File: config.mk
export PLATFORM = sky130hd
export DESIGN_NAME = dm_access_ctrl
export DESIGN_NICKNAME = d
export VERILOG_FILES = /design/src/rtl/dm_access_ctrl.sv
export SDC_FILE = /design/constraint.sdc
export NUM_CORES = 1
export LEC_CHECK = 0
export ABC_AREA = 1
export CAP_MARGIN = 15
export CORE_MARGIN = 3
export CORE_UTILIZATION = 39
export CTS_BUF_LIST = sky130_fd_sc_hd__clkbuf_4
export DETAILED_ROUTE_END_ITERATION = 8
export GPL_ROUTABILITY_DRIVEN = 0
export PLACE_DENSITY = 0.79
export REMOVE_ABC_BUFFERS = 1
export SLEW_MARGIN = 15
export SYNTH_ARGS = -nofsm -noshare
export SYNTH_HDL_FRONTEND = slang
export SYNTH_SLANG_ARGS = --single-unit
File: constraint.sdc
create_clock -name clk -period 1.58 [get_ports clk]
set_input_delay 0.316 -clock clk [delete_from_list [all_inputs] [get_ports clk]]
set_output_delay 0.316 -clock clk [all_outputs]
set_load 0.01 [all_outputs]
File: src/rtl/dm_access_ctrl.sv
// rtl/dm_access_ctrl.sv - MEM-stage data-memory access sequencer
// Checks alignment/range, drives a req/ready bus with timeout and stalls the pipeline for the transfer.
module dm_access_ctrl #(
  parameter logic [31:0] ADDR_LIMIT = 32'h0000_3000,
  parameter int          TIMEOUT    = 16,
  parameter int          CNT_W      = 5
) (
  input  logic        clk,
  input  logic        reset,
  input  logic        mem_rd,
  input  logic        mem_wr,
  input  logic [1:0]  size,
  input  logic [31:0] addr,
  input  logic [31:0] wdata,
  input  logic        flush,
  output logic        stall,
  output logic        rvalid,
  output logic [31:0] rdata,
  output logic        exc_adel,
  output logic        exc_ades,
  output logic        bus_err,
  output logic        bus_req,
  output logic        bus_we,
  output logic [31:0] bus_addr,
  output logic [3:0]  bus_be,
  output logic [31:0] bus_wdata,
  input  logic        bus_ready,
  input  logic [31:0] bus_rdata
);

  typedef enum logic [1:0] {IDLE, BUSY, DONE, ERR} state_t;

  localparam logic [CNT_W-1:0] CNT_LAST = CNT_W'(TIMEOUT - 1);

  state_t           state, state_nxt;
  logic [CNT_W-1:0] cnt;
  logic             we_q;
  logic             req, fault, misalign, go;
  logic [3:0]       be_nxt;
  logic [31:0]      wdata_nxt;

  // Size 3 is decoded as a word access.
  always_comb begin
    misalign = 1'b0;
    be_nxt   = 4'b1111;
    wdata_nxt = wdata;
    case (size)
      2'b00: begin
        be_nxt    = 4'b0001 << addr[1:0];
        wdata_nxt = {4{wdata[7:0]}};
      end
      2'b01: begin
        misalign  = addr[0];
        be_nxt    = addr[1] ? 4'b1100 : 4'b0011;
        wdata_nxt = {2{wdata[15:0]}};
      end
      default: misalign = (addr[1:0] != 2'b00);
    endcase
  end

  // Gating with reset keeps every output low while reset is held.
  always_comb begin
    req       = (mem_rd | mem_wr) & ~flush & (state == IDLE) & reset;
    fault     = misalign | (addr >= ADDR_LIMIT);
    go        = req & ~fault;
    state_nxt = state;
    stall     = 1'b0;
    rvalid    = 1'b0;
    bus_err   = 1'b0;
    bus_req   = 1'b0;
    bus_we    = 1'b0;
    exc_adel  = 1'b0;
    exc_ades  = 1'b0;
    case (state)
      IDLE: begin
        exc_adel = req & fault & ~mem_wr;
        exc_ades = req & fault & mem_wr;
        stall    = go;
        if (go) state_nxt = BUSY;
      end
      BUSY: begin
        bus_req = 1'b1;
        bus_we  = we_q;
        stall   = 1'b1;
        if (bus_ready)             state_nxt = DONE;
        else if (cnt == CNT_LAST)  state_nxt = ERR;
      end
      DONE: begin
        rvalid    = ~we_q;
        state_nxt = IDLE;
      end
      default: begin
        bus_err   = 1'b1;
        state_nxt = IDLE;
      end
    endcase
  end

  always_ff @(posedge clk or negedge reset) begin
    if (!reset) begin
      state     <= IDLE;
      cnt       <= '0;
      we_q      <= 1'b0;
      bus_addr  <= '0;
      bus_be    <= '0;
      bus_wdata <= '0;
      rdata     <= '0;
    end else begin
      state <= state_nxt;
      if (state == IDLE && go) begin
        we_q      <= mem_wr;
        bus_addr  <= {addr[31:2], 2'b00};
        bus_be    <= be_nxt;
        bus_wdata <= wdata_nxt;
        cnt       <= '0;
      end else if (state == BUSY) begin
        if (bus_ready) begin
          if (!we_q) rdata <= bus_rdata;
        end else begin
          cnt <= cnt + 1'b1;
        end
      end
    end
  end

endmodule

==> summary.md <==
| Metric | Value |
|---|---|
| Met1 usage | 0.2705 |
| CP endpoint kind | output port |
| Worst Reg-to-Reg Cells | 8 |
| Register area share after synthesis | 0.5643 |
| Setup ws final | -0.3311 ns |
| Routed vias/inst | 4.933 |
| Max stage delay on crit path | 0.41 ns |
| Synth Area per Inst | between 9 and 10 um2 |
| Global-route wire length before repair | around 22000 um |
| Grt met3 use | 0.05431 |
| Setup CP Type | input pin to output port |
| Worst path cell trace | clkdlybuf4s50_1 > inv_1 > nand2_1 > nor2_1 > nand3b_1 > nor2_4 > buf_6 > nor3_2 > buf_2 |
| Distinct cells, synth | 26 |
| Die H | approximately 120 um |
| Critical R2R Launch | state[0] |
| Gr usage total | 0.2023 |
| Initial DRC count | 188 |
| Syn. warnings | 0 |
| Worst EP required | around 1.3 ns |
| Hold Vio Cnt, Final | 0 |
| FMAX | 523.3 MHz |
| Pins over their slew limit | 0 |
| Status | finished with violations |
| Vias in the first global route | 4275 |
| Hold WS | 0.05459 ns |
| Detailed-router iteration count before antenna repair | 4 |
| Worst Tran Pin Value | 0.7892 ns |
| Peak supply drop | ~340 uV |
| Most Crowded Layer GR | met2 |
| Antenna diodes | 0 |
| Crit path time final | 1.911 ns |
| Num ports | about 210 |
| Critical path arrival | 1.60 ns |
| Area added between synthesis and finish | 55.02% |
| Failing checks | setup timing |
| Critical Path Fanout Max | 4 |
| Cell Count, Final, Fillers Out | 864 |
| Slowest cell on the critical path | clkdlybuf4s50_1 |
| Via count | roughly 4.3k |
| Worst rel slew slack | 0.4739 |
| Wire per inst | approximately 17 um |
| Synthesized flop and latch total | between 100 and 150 |
| Met2 Resource Use GR | 0.3291 |
| Final Skew | about 0.015 ns |
| Core Rows | 39 |
| Period utilisation layout | 1.210 |
| Hold WC Path Type | input pin to async pin |
| Inst Count DP | 837 |
| Setup TNS | -1.018 ns |
| Routed WL | 14770 um |
| Largest net degree at the start of global routing | 67 |
| CORE AREA | 11610 um2 |
| Die ar. | 13410 um2 |
| Worst setup SP type | input pin |
| Grt ovf | 0 |
| Routed Antenna Nets | 0 |
| Launch point of the critical path | addr[25] |
| Post-route DRC | 0 |
| Flop2flop setup slack | 0.04 ns |
| Num Clock Sinks | 106 |
| TritonCTS Buffers | 9 |
| Root buffer cell | clkbuf_4 |
| Initial antenna violation count | 0 |
| Most frequent cells in the layout | 155 x nand2_1, 106 x dfrtp_1, 104 x dlygate4sd2_1 |
| Hold Buf Count CTS | 0 |
| Cell Area, Synth | ~4700 um2 |
| Filler cells | approximately 1k |
| Clock latency on the worst-skew pair | about 0.44 ns |
| P per Cell Area | 647.3 nW/um2 |
| Detail Placement HPWL | 9917 um |
| RSZ-0062 raised after global routing | true |
| Capturing point of the worst reg2reg path | bus_wdata[25] |
| CTS clk-pin slew, worst paths | 0.16 ns |
| Endpoints failing setup | 5 |
| Pre-CTS WS | -0.8632 ns |
| Share of cells above drive strength 1 | 0.1567 |
| H-tree lvl count | 3 |
| TritonCTS clock tree | done |
| Chip width | 115.8 um |
| Max Cap Violations | 0 |
| Starting Density | 0.4048 |
| Lkg Pwr | 4.105 nW |
| Gate Count Post-Synth | about 490 |
| Critical path destination | exc_adel |
| Count of input and output buffers | 208 |
| Nets | 823 |
| CTS Buffer Depth | 2 |
| Most common cell after layout, fill and taps aside | nand2_1 |
## metal layers
layer	vias to the layer above	share of wire
met5	-	0
met4	0	0.0044
met3	6	0.082
met2	189	0.48
met1	2031	0.43
li1	2036	-
## where the power goes
| part | total (W) | switching, W | internal [W] | leakage [nW] |
|---|---|---|---|---|
| Clock | 0.00127 | 0.000930 | 0.000335 | 0.0565 |
| Sequential | 0.00279 | 0.0000242 | 0.00276 | 1.46 |
| Combinational | 0.000665 | 0.000287 | 0.000377 | 2.59 |
| Total | 0.00472 | 0.00124 | 0.00347 | 4.10 |
## synth_stat cells
| cell type | count | area share |
|---|---|---|
| inv_2 | 3 | 0.0024 |
| a21boi_1 | 6 | 0.0096 |
| nand2_1 | 158 | 0.13 |
| ha_1 | 2 | 0.0053 |
| o211ai_1 | 8 | 0.013 |
| mux2_2 | 30 | 0.072 |
| nor3_1 | 3 | 0.0032 |
| buf_2 | 5 | 0.0053 |
| nand3b_1 | 1 | 0.0016 |
| o21bai_1 | 1 | 0.0016 |
| nor2_4 | 1 | 0.0024 |
| mux2_1 | 2 | 0.0048 |
| o21ai_0 | 15 | 0.016 |
| clkbuf_1 | 10 | 0.0080 |
| inv_1 | 23 | 0.018 |
| nor2_1 | 21 | 0.017 |
| conb_1 | 1 | 0.00080 |
| nand3_1 | 53 | 0.056 |
| dfrtp_1 | 106 | 0.56 |
| xor2_1 | 3 | 0.0056 |
| nand3_2 | 2 | 0.0043 |
| nor2_2 | 2 | 0.0027 |
| buf_6 | 13 | 0.031 |
| a21boi_0 | 14 | 0.022 |
| buf_4 | 2 | 0.0032 |
| a21oi_1 | 3 | 0.0032 |
## kinds of logic after synthesis
kind of cell / count (synthesis) / synth area share
AO/OA/AOI/OAI: 47 / 0.06548
XOR/XNOR: 3 / 0.005591
multiplexers: 32 / 0.07666
AND/OR/NAND/NOR: 241 / 0.2135
flip-flops: 106 / 0.5643
other: 1 / 0.0007977
adder cells (fa/ha/maj): 2 / 0.005323
buffers and inverters: 56 / 0.06840
## area by class of cell
class                      instances  area [um2]  area share
tap                              143       178.9     0.02455
multi-input combinational        327        1819      0.2497
clock buffer                       9       67.56    0.009272
clock inverter                     6       51.30    0.007040
timing repair buffer             247        2420      0.3321
sequential                       106        2653      0.3640
inverter                          26       97.59     0.01339
## worst min-delay path by stage
stage	cells past startpoint	slack, ns	endpoint	from
after floorplan	0	0.02	bus_addr[10]	reset
after global placement	2	0.45	bus_wdata[8]	bus_wdata[8]
after detailed placement	2	0.46	bus_wdata[27]	bus_wdata[27]
after CTS	2	0.05	bus_addr[31]	reset
after global routing	2	0.09	rdata[1]	reset
final	2	0.05	bus_addr[15]	reset
## sequential cells by signal, summed over array words and instances, names as in the netlist
signal and flops:
bus_addr 30, bus_be 4, bus_wdata 32, cnt 5, rdata 32, state 2
we_q 1
## per-stage QoR
stage                     total power (W)  utilization  area, um2
final                            0.004717       0.6275       7287
after detailed placement         0.003517       0.6009       6979
after CTS                        0.004771       0.6096       7079
after global routing             0.004952       0.6275       7287
after global placement           0.003500       0.6009       6979
after floorplan                  0.003006            -       4481
## critical path: cells and delay by family
kind          cells  cell delay [ns]
buf+inv           4             0.71
simple gates      5             0.56
## repair_timing
| action | CTS | global route |
|---|---|---|
| cloned | 0 | 6 |
| pin swaps | 10 | 12 |
| setup endpoints to repair | 176 | 85 |
| setup buffers | 8 | 3 |
| gates resized for setup | 155 | 20 |
Power figures use the tool's default switching activity.
